`config.mk`:
```
export PLATFORM = sky130hd
export DESIGN_NAME = mac_rx_parser_flat
export DESIGN_NICKNAME = d
export VERILOG_FILES = /design/src/rtl/mac_rx_parser_pkg.sv /design/src/rtl/mac_rx_parser_if.sv /design/src/rtl/mac_rx_byte_fifo.sv /design/src/rtl/mac_rx_parser.sv /design/src/flat_wrapper.sv
export SDC_FILE = /design/constraint.sdc
export NUM_CORES = 1
export LEC_CHECK = 0
export CAP_MARGIN = 10
export CORE_MARGIN = 2
export CORE_UTILIZATION = 25
export CTS_BUF_LIST = sky130_fd_sc_hd__clkbuf_4
export CTS_CLUSTER_DIAMETER = 30
export CTS_CLUSTER_SIZE = 16
export DETAILED_ROUTE_END_ITERATION = 10
export GPL_TIMING_DRIVEN = 0
export PLACE_DENSITY_LB_ADDON = 0.15
export SYNTH_ARGS = -nofsm -noshare
export SYNTH_HDL_FRONTEND = slang
export SYNTH_SLANG_ARGS = --single-unit
```
`constraint.sdc`:
```
create_clock -name clk -period 3.66 [get_ports clk]
set_input_delay 0.366 -clock clk [delete_from_list [all_inputs] [get_ports clk]]
set_output_delay 0.366 -clock clk [all_outputs]
set_load 0.02 [all_outputs]
```
`src/rtl/mac_rx_parser_pkg.sv`:
```
// +--------------------------------------------------------------------------+
// | mac_pkg : shared constants and FSM state type for the MAC receive parser  |
// | Rev 1.0 - initial release                                                 |
// +--------------------------------------------------------------------------+
`default_nettype none

package mac_pkg;

   localparam int          ETH_HDR_LEN = 14;
   localparam int          ETH_FCS_LEN = 4;
   localparam logic [47:0] BCAST_ADDR  = 48'hFFFF_FFFF_FFFF;

   typedef enum logic [2:0] {
      ST_IDLE     = 3'd0,
      ST_HDR      = 3'd1,
      ST_PAYLOAD  = 3'd2,
      ST_DRAIN    = 3'd3,
      ST_ACK      = 3'd4,
      ST_WAIT_CLR = 3'd5
   } rx_state_t;

endpackage

`default_nettype wire

```
`src/rtl/mac_rx_parser_if.sv`:
```
// +--------------------------------------------------------------------------+
// | mac_rx_parser_if : payload stream (valid/ready) from the MAC rx parser    |
// | Rev 1.0 - initial release                                                 |
// +--------------------------------------------------------------------------+
`default_nettype none

interface mac_rx_parser_if;

   logic [7:0] out_data;
   logic       out_valid;
   logic       out_ready;
   logic       out_last;
   logic       out_err;

   modport master (output out_data, out_valid, out_last, out_err, input out_ready);
   modport slave  (input out_data, out_valid, out_last, out_err, output out_ready);

endinterface

`default_nettype wire

```
`src/rtl/mac_rx_byte_fifo.sv`:
```
// +--------------------------------------------------------------------------+
// | mac_rx_byte_fifo : small byte FIFO with occupancy output and flush        |
// | Rev 1.0 - initial release                                                 |
// +--------------------------------------------------------------------------+
`default_nettype none

module mac_rx_byte_fifo #(
   parameter int DEPTH = 8
) (
   input  wire                       clk,
   input  wire                       rst,
   input  wire                       clr,
   input  wire                       push,
   input  wire  [7:0]                din,
   input  wire                       pop,
   output logic [7:0]                dout,
   output logic [$clog2(DEPTH):0]    count
);

   localparam int AW = $clog2(DEPTH);

   logic [7:0]    r_mem [DEPTH];
   logic [AW-1:0] r_wr_ptr;
   logic [AW-1:0] r_rd_ptr;
   logic [AW:0]   r_count;

   always_ff @(posedge clk or negedge rst) begin
      if (!rst) begin
         for (int i = 0; i < DEPTH; i++) r_mem[i] <= '0;
         r_wr_ptr <= '0;
         r_rd_ptr <= '0;
         r_count  <= '0;
      end else if (clr) begin
         r_wr_ptr <= '0;
         r_rd_ptr <= '0;
         r_count  <= '0;
      end else begin
         if (push) begin
            r_mem[r_wr_ptr] <= din;
            r_wr_ptr        <= r_wr_ptr + AW'(1);
         end
         if (pop) r_rd_ptr <= r_rd_ptr + AW'(1);
         case ({push, pop})
            2'b10:   r_count <= r_count + (AW+1)'(1);
            2'b01:   r_count <= r_count - (AW+1)'(1);
            default: r_count <= r_count;
         endcase
      end
   end

   assign dout  = r_mem[r_rd_ptr];
   assign count = r_count;

endmodule

`default_nettype wire

```
`src/rtl/mac_rx_parser.sv`:
```
// +--------------------------------------------------------------------------+
// | mac_rx_parser : drains mac_rx frames, filters on destination MAC and      |
// | streams the payload with FCS stripped; keeps good/dropped counters.       |
// | Rev 1.0 - initial release                                                 |
// +--------------------------------------------------------------------------+
`default_nettype none

module mac_rx_parser
   import mac_pkg::*;
#(
   parameter logic [47:0] MAC_ADDR     = 48'h112233445566,
   parameter bit          ACCEPT_MCAST = 1'b1,
   parameter int          MIN_FRAME    = 64,
   parameter int          MAX_FRAME    = 1522
) (
   input  wire             clk,
   input  wire             rst,
   input  wire             frame_received,
   output logic            read_en,
   input  wire  [7:0]      rx_byte,
   input  wire             read_complete,
   output logic            frame_received_ack,
   input  wire             promisc,
   output logic            hdr_valid,
   output logic [47:0]     hdr_dst,
   output logic [47:0]     hdr_src,
   output logic [15:0]     hdr_type,
   mac_rx_parser_if.master st,
   output logic [15:0]     frames_ok,
   output logic [15:0]     frames_dropped
);

   localparam logic [10:0] C_CNT_SAT  = 11'(MAX_FRAME + 1);
   localparam logic [10:0] C_MIN      = 11'(MIN_FRAME);
   localparam logic [10:0] C_MAX      = 11'(MAX_FRAME);
   localparam logic [10:0] C_DST_LAST = 11'd5;
   localparam logic [10:0] C_HDR_LAST = 11'(ETH_HDR_LEN - 1);
   localparam logic [3:0]  C_POP_MIN  = 4'(ETH_FCS_LEN + 1);
   localparam logic [3:0]  C_FILL_MAX = 4'd6;

   rx_state_t    r_state;
   rx_state_t    w_state_nxt;
   logic         r_rd_q;
   logic [10:0]  r_cnt;
   logic [10:0]  w_cnt_nxt;
   logic [103:0] r_hdr_sh;
   logic         r_accept;
   logic         r_done;
   logic         r_err;
   logic         r_good;
   logic [47:0]  w_dst;
   logic         w_dst_hit;
   logic         w_cap;
   logic         w_end;
   logic         w_push;
   logic         w_pop;
   logic         w_fifo_clr;
   logic         w_out_valid;
   logic         w_out_last;
   logic [7:0]   w_fifo_dout;
   logic [3:0]   w_fifo_count;

   assign w_cap       = r_rd_q;
   assign w_end       = r_rd_q & read_complete;
   assign w_cnt_nxt   = (r_cnt == C_CNT_SAT) ? r_cnt : r_cnt + 11'd1;
   assign w_dst       = {r_hdr_sh[39:0], rx_byte};
   assign w_dst_hit   = promisc | (w_dst == MAC_ADDR) | (w_dst == BCAST_ADDR) |
                        (ACCEPT_MCAST & w_dst[40]);

   // The last four bytes in the FIFO are always the FCS, so pop only above that.
   assign w_out_valid = (r_state == ST_PAYLOAD) & (w_fifo_count >= C_POP_MIN);
   assign w_out_last  = w_out_valid & r_done & (w_fifo_count == C_POP_MIN);
   assign w_pop       = w_out_valid & st.out_ready;
   assign w_push      = (r_state == ST_PAYLOAD) & w_cap;
   assign w_fifo_clr  = (r_state == ST_ACK);

   assign st.out_valid       = w_out_valid;
   assign st.out_data        = w_out_valid ? w_fifo_dout : 8'd0;
   assign st.out_last        = w_out_last;
   assign st.out_err         = w_out_last & r_err;
   assign frame_received_ack = (r_state == ST_ACK);

   mac_rx_byte_fifo #(
      .DEPTH (8)
   ) u_fifo (
      .clk   (clk),
      .rst   (rst),
      .clr   (w_fifo_clr),
      .push  (w_push),
      .din   (rx_byte),
      .pop   (w_pop),
      .dout  (w_fifo_dout),
      .count (w_fifo_count)
   );

   always_comb begin
      w_state_nxt = r_state;
      read_en     = 1'b0;
      case (r_state)
         ST_IDLE: begin
            if (frame_received) w_state_nxt = ST_HDR;
         end
         ST_HDR: begin
            read_en = ~w_end;
            if (w_cap && (r_cnt == C_HDR_LAST))
               w_state_nxt = r_accept ? ST_PAYLOAD : ST_DRAIN;
            else if (w_end)
               w_state_nxt = ST_DRAIN;
         end
         ST_PAYLOAD: begin
            // One byte may still be in flight, so keep two free slots per request.
            read_en = ~r_done & ~w_end & (w_fifo_count <= C_FILL_MAX);
            if ((w_pop && w_out_last) || (r_done && !w_out_valid))
               w_state_nxt = ST_ACK;
         end
         ST_DRAIN: begin
            read_en = ~r_done & ~w_end;
            if (r_done || w_end) w_state_nxt = ST_ACK;
         end
         ST_ACK: begin
            w_state_nxt = ST_WAIT_CLR;
         end
         ST_WAIT_CLR: begin
            if (!frame_received) w_state_nxt = ST_IDLE;
         end
         default: w_state_nxt = ST_IDLE;
      endcase
   end

   always_ff @(posedge clk or negedge rst) begin
      if (!rst) begin
         r_state        <= ST_IDLE;
         r_rd_q         <= 1'b0;
         r_cnt          <= '0;
         r_hdr_sh       <= '0;
         r_accept       <= 1'b0;
         r_done         <= 1'b0;
         r_err          <= 1'b0;
         r_good         <= 1'b0;
         hdr_valid      <= 1'b0;
         hdr_dst        <= '0;
         hdr_src        <= '0;
         hdr_type       <= '0;
         frames_ok      <= '0;
         frames_dropped <= '0;
      end else begin
         r_state   <= w_state_nxt;
         r_rd_q    <= read_en;
         hdr_valid <= 1'b0;
         if (r_state == ST_IDLE) begin
            r_cnt    <= '0;
            r_accept <= 1'b0;
            r_done   <= 1'b0;
            r_err    <= 1'b0;
            r_good   <= 1'b0;
         end else begin
            if (w_cap) r_cnt <= w_cnt_nxt;
            if (w_cap && (r_cnt < C_HDR_LAST)) r_hdr_sh <= {r_hdr_sh[95:0], rx_byte};
            if ((r_state == ST_HDR) && w_cap && (r_cnt == C_DST_LAST)) r_accept <= w_dst_hit;
            if ((r_state == ST_HDR) && w_cap && (r_cnt == C_HDR_LAST) && r_accept) begin
               hdr_valid <= 1'b1;
               hdr_dst   <= r_hdr_sh[103:56];
               hdr_src   <= r_hdr_sh[55:8];
               hdr_type  <= {r_hdr_sh[7:0], rx_byte};
            end
            if (w_end) begin
               r_done <= 1'b1;
               r_err  <= (w_cnt_nxt < C_MIN) | (w_cnt_nxt > C_MAX);
            end
            if (w_pop && w_out_last && !r_err) r_good <= 1'b1;
         end
         if (r_state == ST_ACK) begin
            if (r_good) begin
               if (frames_ok != 16'hFFFF) frames_ok <= frames_ok + 16'd1;
            end else if (frames_dropped != 16'hFFFF) begin
               frames_dropped <= frames_dropped + 16'd1;
            end
         end
      end
   end

endmodule

`default_nettype wire

```
`src/flat_wrapper.sv`:
```
// flat-port wrapper written by rule: the top's interface ports become plain ports
module mac_rx_parser_flat import mac_pkg::*;
#(
   parameter logic [47:0] MAC_ADDR     = 48'h112233445566,
   parameter bit          ACCEPT_MCAST = 1'b1,
   parameter int          MIN_FRAME    = 64,
   parameter int          MAX_FRAME    = 1522
)
  (clk, rst, frame_received, read_en, rx_byte, read_complete, frame_received_ack, promisc, hdr_valid, hdr_dst, hdr_src, hdr_type, frames_ok, frames_dropped, st_out_data, st_out_valid, st_out_last, st_out_err, st_out_ready);
  mac_rx_parser_if st_i ();
  input  wire clk;
  input  wire rst;
  input  wire frame_received;
  output logic read_en;
  input  wire  [7:0] rx_byte;
  input  wire read_complete;
  output logic frame_received_ack;
  input  wire promisc;
  output logic hdr_valid;
  output logic [47:0] hdr_dst;
  output logic [47:0] hdr_src;
  output logic [15:0] hdr_type;
  output logic [15:0] frames_ok;
  output logic [15:0] frames_dropped;
  output wire logic [$bits(st_i.out_data)-1:0] st_out_data;
  output wire logic [$bits(st_i.out_valid)-1:0] st_out_valid;
  output wire logic [$bits(st_i.out_last)-1:0] st_out_last;
  output wire logic [$bits(st_i.out_err)-1:0] st_out_err;
  input wire logic [$bits(st_i.out_ready)-1:0] st_out_ready;
  assign st_out_data = st_i.out_data;
  assign st_out_valid = st_i.out_valid;
  assign st_out_last = st_i.out_last;
  assign st_out_err = st_i.out_err;
  assign st_i.out_ready = st_out_ready;
  mac_rx_parser #(.MAC_ADDR(MAC_ADDR), .ACCEPT_MCAST(ACCEPT_MCAST), .MIN_FRAME(MIN_FRAME), .MAX_FRAME(MAX_FRAME)) u_core (.clk(clk), .rst(rst), .frame_received(frame_received), .read_en(read_en), .rx_byte(rx_byte), .read_complete(read_complete), .frame_received_ack(frame_received_ack), .promisc(promisc), .hdr_valid(hdr_valid), .hdr_dst(hdr_dst), .hdr_src(hdr_src), .hdr_type(hdr_type), .st(st_i), .frames_ok(frames_ok), .frames_dropped(frames_dropped));
endmodule
```
==> flow_metrics.tcl, run 1 <==
set metrics [dict create \
    layout_commonest_cell "dfrtp_1" \
    cts_sinks 342 \
    r2r-end "u_core.r_hdr_sh[83]" \
    syn_to_final_growth_pct 29.7 \
    hold_viol_final 0 \
    p_sw_share_pct 29.3 \
    end_kind "output port" \
    final_max_slew_viol_count 0 \
    min_period_ns 3.40 \
    hold_slack_ns 0.122 \
    drc 0 \
    synth_compound_area_share_pct 2.34 \
    die_w_um 244 \
    p_seq_share_pct 43.5 \
    max_slew_margin_pct 21.8 \
    p_total_mw 12.0 \
    setup_tns_ns 0 \
    crit_chain "buf_2 > clkbuf_2 > mux4_2 > mux2i_1 > nor2_1 > clkdlybuf4s50_1" \
    fmax_ghz 0.294 \
    startpoint "u_core.u_fifo.r_rd_ptr[1]" \
    slowest_stage "clkdlybuf4s50_1" \
    grt_usage_pct 12.3 \
    routabilityCongestion 0.739 \
    cp.required_ns 3.29 \
    antenna_found_initial 2 \
    synth_top_family_by_area "multiplexers" \
    numCtsBuffers 101 \
    reg2reg_depth 7 \
    timing.rr.start "u_core.r_state[1]" \
    tritoncts "yes" \
    ir_drop_mv 0.316 \
    async_flop_share_pct 100 \
    status "finished, final reports clean" \
    ys_seq_elements 342 \
    dp_hpwl_mm 24.1 \
    p_comb_share_pct 19.9 \
    path_buf_inv 3 \
    vias_per_cell 4.29 \
    hold_end "u_core.r_hdr_sh[3]" \
    path_clk_slew_ns 0.07 \
    slowest_delay_ns 0.66 \
    numPortBuffers 163 \
    core_mm2 0.0567 \
    grt_max_degree 103 \
    drive_above_1_share_pct 33.0 \
    vias 9073 \
    root_buffer "clkbuf_4" \
    clockBufferDepth 3 \
    p_leak_nw 8.43 \
    boundaryPins 172 \
    fin_skew_ns 0.0430 \
    setup_viol 0 \
    r2r_slack_ns 0.39 \
    h-tree-depth 3 \
    fillers 5737 \
    avgSynthCellArea_um2 14.4 \
    synthSimpleGateAreaFrac_pct 6.70 \
    path_class "reg -> out" \
    synth.net_count 1024 \
    ys_types 64 \
    p_sw_mw 3.52 \
    hp-class "in -> reg" \
    synthAdderAreaFrac_pct 0.695 \
    synth_edf_count 0 \
    yosysWarningCount 0 \
    postCtsSetupBuffers 0 \
    synthCells 1002 \
    fin_crit_sh_pct 93.0 \
    p_int_mw 8.48 \
    power_density_mw_per_mm2 643 \
    cp-start-kind "flip-flop" \
    wl_per_cell_um 17.0 \
    num_rows 87 \
    grt_remaining_overflow 0 \
    hold_start "rx_byte[3]" \
    syn-cell-area_mm2 0.0144 \
    pwr-share-clk_pct 36.6 \
    ys.flop_type "dfrtp_1" \
    grt_pass1_vias 9799 \
    maxCapViolations 0 \
    cp_top_family "buffers and inverters" \
    die_height_um 244 \
    dieArea_mm2 0.0595 \
    final_nets 1294 \
    wirelength_mm 36.0 \
    clk_latency_ns 0.83 \
    synth_seq_area_share_pct 59.4 \
    start_util_pct 25.4 \
    grt_pass1_wl_mm 57.3 \
    whs_path_depth 2 \
    drt_iter0_markers 212 \
    synth_xor_area_share_pct 2.80 \
    worst_slew_pin_slew_ns 1.16 \
    cp_max_fo 10 \
    dr.pass1.iters 4 \
    antenna_left 0 \
    arrival_ns 3.04 \
    final_cell_mix "dfrtp_1 (342), mux2_2 (215), clkdlybuf4s50_1 (161)" \
    synth_mux_area_share_pct 25.5 \
]
## power by group through the flow
stage / combinational (mW) / clock [mW] / sequential (mW)
6_report: 2.39 / 4.40 / 5.22
5_1_grt: 2.65 / 4.81 / 5.35
4_1_cts: 2.46 / 4.59 / 5.24
3_5_place_dp: 2.43 / 0 / 5.31
3_3_place_gp: 2.38 / 0 / 5.30
2_1_floorplan: 1.84 / 0 / 5.02
## cell families after synthesis
logic type / after synthesis
buffers and inverters: 73
XOR/XNOR: 46
AND/OR/NAND/NOR: 170
flip-flops: 342
adder cells (fa/ha/maj): 8
multiplexers: 311
AO/OA/AOI/OAI: 52
## cell usage after synthesis, types with 3 or more instances
cell type | count | area share, %
a211oi_1 | 3 | 0.16
clkbuf_1 | 15 | 0.39
and4_1 | 7 | 0.43
nor4_1 | 3 | 0.13
a21oi_1 | 12 | 0.42
a31oi_1 | 7 | 0.30
nand2_1 | 33 | 0.86
ha_1 | 8 | 0.70
or4_1 | 3 | 0.16
nand2b_1 | 6 | 0.26
xnor2_1 | 22 | 1.3
buf_6 | 8 | 0.63
buf_1 | 11 | 0.29
and3_1 | 8 | 0.35
o21a_1 | 3 | 0.16
nor3_1 | 7 | 0.24
nand3b_1 | 4 | 0.21
dfrtp_1 | 342 | 59
mux2_2 | 215 | 17
xor2_1 | 24 | 1.5
nand4_1 | 6 | 0.26
nor2_1 | 42 | 1.1
mux2i_1 | 11 | 0.76
nand3_1 | 24 | 0.83
o21ai_0 | 10 | 0.35
buf_2 | 21 | 0.73
inv_1 | 16 | 0.42
mux4_2 | 16 | 2.5
nor2b_1 | 4 | 0.17
mux2_1 | 69 | 5.4
## through the flow
stage	instance area, um^2	cells	setup WS (ns)	utilization, %
global placement	17000	1921	-13.80	29.9
detailed placement	17100	1924	0.265	30.1
global route	18700	2114	-0.0271	32.9
finish	18700	2114	0.256	32.9
CTS	18700	2109	0.0397	32.9
floorplan	14400	1002	1.34	-
## state kept, by name, summed over array words and instances, names as in the netlist, 3 cells and up
name and cells:
u_core.u_fifo.r_rd_ptr 3, u_core.r_cnt 11, u_core.hdr_dst 48, u_core.u_fifo.count 4, u_core.hdr_type 16, u_core.frames_dropped 16
u_core.u_fifo.r_wr_ptr 3, u_core.r_state 3, u_core.frames_ok 16, u_core.u_fifo.r_mem 64, u_core.r_hdr_sh 104, u_core.hdr_src 48
## routing by layer
metal | track usage, % | wire length (um)
met4 | 5.00 | 1070
met3 | 4.30 | 2260
met1 | 15.8 | 16400
met5 | 0 | 0
met2 | 19.0 | 16300
## what timing repair did
item | 4_1_cts | 5_1_grt
endpoints found under the setup margin | 10 | 2
resized for setup | 9 | 2
hold endpoints to repair | 76 | 0
hold buffers | 1 | 0
## final cells by class
class                           instances  area [um^2]  share of cell area (%)
Clock inverter                         63          646                    3.46
Sequential cell                       342         8560                    45.8
Tap cell                              756          946                    5.07
Buffer                                 56          313                    1.68
Multi-Input combinational cell        587         5490                    29.4
Timing Repair Buffer                  167         1730                    9.27
Antenna cell                            5         12.5                  0.0670
Clock buffer                          121          908                    4.86
Inverter                               17         68.8                   0.369
## worst max-delay path by stage
stage                                         end  cells past startpoint
after CTS                          st_out_data[1]                      6
after global routing                      read_en                      4
after detailed placement           st_out_data[1]                      6
after floorplan                           read_en                      3
after global placement    u_core.u_fifo.r_mem[37]                      1
final                              st_out_data[2]                      6
(Power assumes the default switching activity.)
==> run 2: changes to the inputs <==
==> constraint.sdc (replaced) <==
create_clock -name clk -period 3.16 [get_ports clk]
set_input_delay 0.316 -clock clk [delete_from_list [all_inputs] [get_ports clk]]
set_output_delay 0.316 -clock clk [all_outputs]
set_load 0.02 [all_outputs]
==> run 2 against run 1 <==
Sequential cell count stayed put. Power is 16% higher. Utilization is 0.13 points higher. Design area is 0.40% higher. Worst hold slack worse by 0.040 ns. Clock power is 16% higher. Highest routed layer unchanged. Sequential share of layout area is 0.18 points lower. Global-route usage hardly changed. Clock skew is 0.0023 ns lower. Largest power group unchanged. Critical path depth stayed put. Routed wire length is 0.23% lower.
==> flow_metrics.tcl, run 2 (synthesized netlist as in run 1, its figures left out) <==
set metrics [dict create \
    drt_iter0_markers 219 \
    wl_per_cell_um 17.0 \
    status "finished, final reports clean" \
    final_max_slew_viol_count 0 \
    grt_usage_pct 12.3 \
    boundaryPins 172 \
    p_seq_share_pct 43.4 \
    fillers 5731 \
    final_cell_area_mm2 0.0187 \
    dr_wl_met3_mm 2.20 \
    grt_pass1_vias 9811 \
    dp_hpwl_mm 24.1 \
    path_class "reg -> out" \
    final_nets 1298 \
    end_kind "output port" \
    power_density_mw_per_mm2 743 \
    ir_drop_mv 0.366 \
    setup_viol 0 \
    worst_slew_pin_slew_ns 0.986 \
    num_rows 87 \
    pwr-share-clk_pct 36.6 \
    h-tree-depth 3 \
    antenna_found_initial 2 \
    grt_remaining_overflow 0 \
    arrival_ns 2.62 \
    clk_latency_ns 0.83 \
    final_cell_mix "dfrtp_1 (342), mux2_2 (215), clkdlybuf4s50_1 (151)" \
    fin_crit_sh_pct 92.8 \
    die_height_um 244 \
    p_sw_mw 4.09 \
    max_slew_margin_pct 33.9 \
    numCtsBuffers 101 \
    drive_above_1_share_pct 33.3 \
    root_buffer "clkbuf_4" \
    tritoncts "yes" \
    grt_max_degree 103 \
    p_comb_share_pct 20.0 \
    multi_input_area_mm2 0.00551 \
    fmax_ghz 0.341 \
    wirelength_mm 35.9 \
    dr.pass1.iters 4 \
    clockBufferDepth 3 \
    p_int_mw 9.84 \
    p_total_mw 13.9 \
    p_leak_nw 8.51 \
    dp_cells 1924 \
    placedInstanceArea_mm2 0.0171 \
    p_sw_share_pct 29.3 \
    routabilityCongestion 0.739 \
    cts_sinks 342 \
    regMostFlops "u_core.r_hdr_sh" \
    seqCellArea_mm2 0.00856 \
    layout_commonest_cell "dfrtp_1" \
    cp.required_ns 2.84 \
    start_util_pct 25.4 \
    top_regs "u_core.r_hdr_sh (104), u_core.u_fifo.r_mem (64)" \
    die_w_um 244 \
    vias 9069 \
    drc 0 \
    cp-start-kind "flip-flop" \
    fin_skew_ns 0.0408 \
    antenna_left 0 \
    dieArea_mm2 0.0595 \
    vias_per_cell 4.28 \
    grt_pass1_wl_mm 57.3 \
    path_clk_slew_ns 0.07 \
    final_cell_count_no_fill 2118 \
    core_mm2 0.0567 \
    min_period_ns 2.93 \
    largest_register_ff_count 104 \
    dr.max_layer_used "met4" \
    met2_length_mm 16.3 \
    wl_met1_mm 16.4 \
    numPortBuffers 163 \
    hp-class "in -> reg" \
    maxCapViolations 0 \
    hold_viol_final 0 \
    syn_to_final_growth_pct 30.2 \
    cp_max_fo 10 \
]
## run 2: changes by cell type in the layout (fill, tap and decap cells not counted), moves of 2 or more
cell / previous run / this run
dlygate4sd2_1: 0 / 10
dlygate4sd3_1: 1 / 3
clkdlybuf4s50_1: 161 / 151
buf_4: 1 / 5
## run 2: worst max-delay path: stages, from the launching register on
cell           delay, ns
dfrtp_1             0.31
clkbuf_1            0.34
o21a_1              0.29
o21ai_4             0.09
buf_4               0.19
nor2_1              0.21
dlygate4sd2_1       0.37
## run 2: layer usage
layer | vias to the layer above | GRT usage, %
met5 | - | 0
met4 | 0 | 4.95
met3 | 83 | 4.35
met2 | 222 | 19.0
met1 | 4548 | 15.8
li1 | 4216 | -
## run 2: cell type report
cell class / instances / share of cell area (%)
inverter: 17 / 0.367
timing repair buffer: 173 / 9.44
antenna: 5 / 0.0667
tap: 756 / 5.05
clock buffer: 121 / 4.85
multi-input combinational: 587 / 29.4
sequential: 342 / 45.6
clock inverter: 63 / 3.44
buffer: 54 / 1.74
## run 2: repair_timing
item                       in CTS  in global routing
hold endpoints to repair      178                  0
setup endpoints to repair      72                  5
gates resized for setup        31                  1
setup buffers                   1                  3
hold buffers                    3                  0
pin swaps                       1                  1
## run 2: final timing paths
check | endpoint | startpoint | depth (start not counted) | slack (ns)
min reg2reg | u_core.hdr_dst[42] | u_core.r_hdr_sh[98] | 1 | 0.48
max | st_out_data[2] | u_core.u_fifo.count[1] | 6 | 0.23
min | u_core.r_hdr_sh[1] | rx_byte[1] | 2 | 0.08
max in group asynchronous | u_core.u_fifo.r_mem[12] | rst | 3 | 2.04
max reg2reg | u_core.u_fifo.r_mem[57] | u_core.r_state[0] | 8 | 0.30
min in group asynchronous | u_core.hdr_dst[26] | rst | 2 | 0.10
## run 2: stage by stage
step	setup slack, ns	TNS, ns	utilization [%]	hold slack, ns
after global routing	-0.0140	-0.0250	33.1	0.0207
after global placement	-14.25	-4864.45	29.9	0.468
after detailed placement	-0.185	-9.64	30.1	0.378
final	0.228	0	33.1	0.0818
after CTS	0.0316	0	33.0	0.000179
after floorplan	0.844	0	-	0.0204
## run 2: power by group through the flow
stage	logic (mW)	clock network [mW]	registers [mW]
floorplan	2.13	0	5.81
global placement	2.76	0	6.13
detailed placement	2.82	0	6.15
CTS	2.87	5.32	6.07
global route	3.09	5.58	6.19
finish	2.79	5.09	6.04
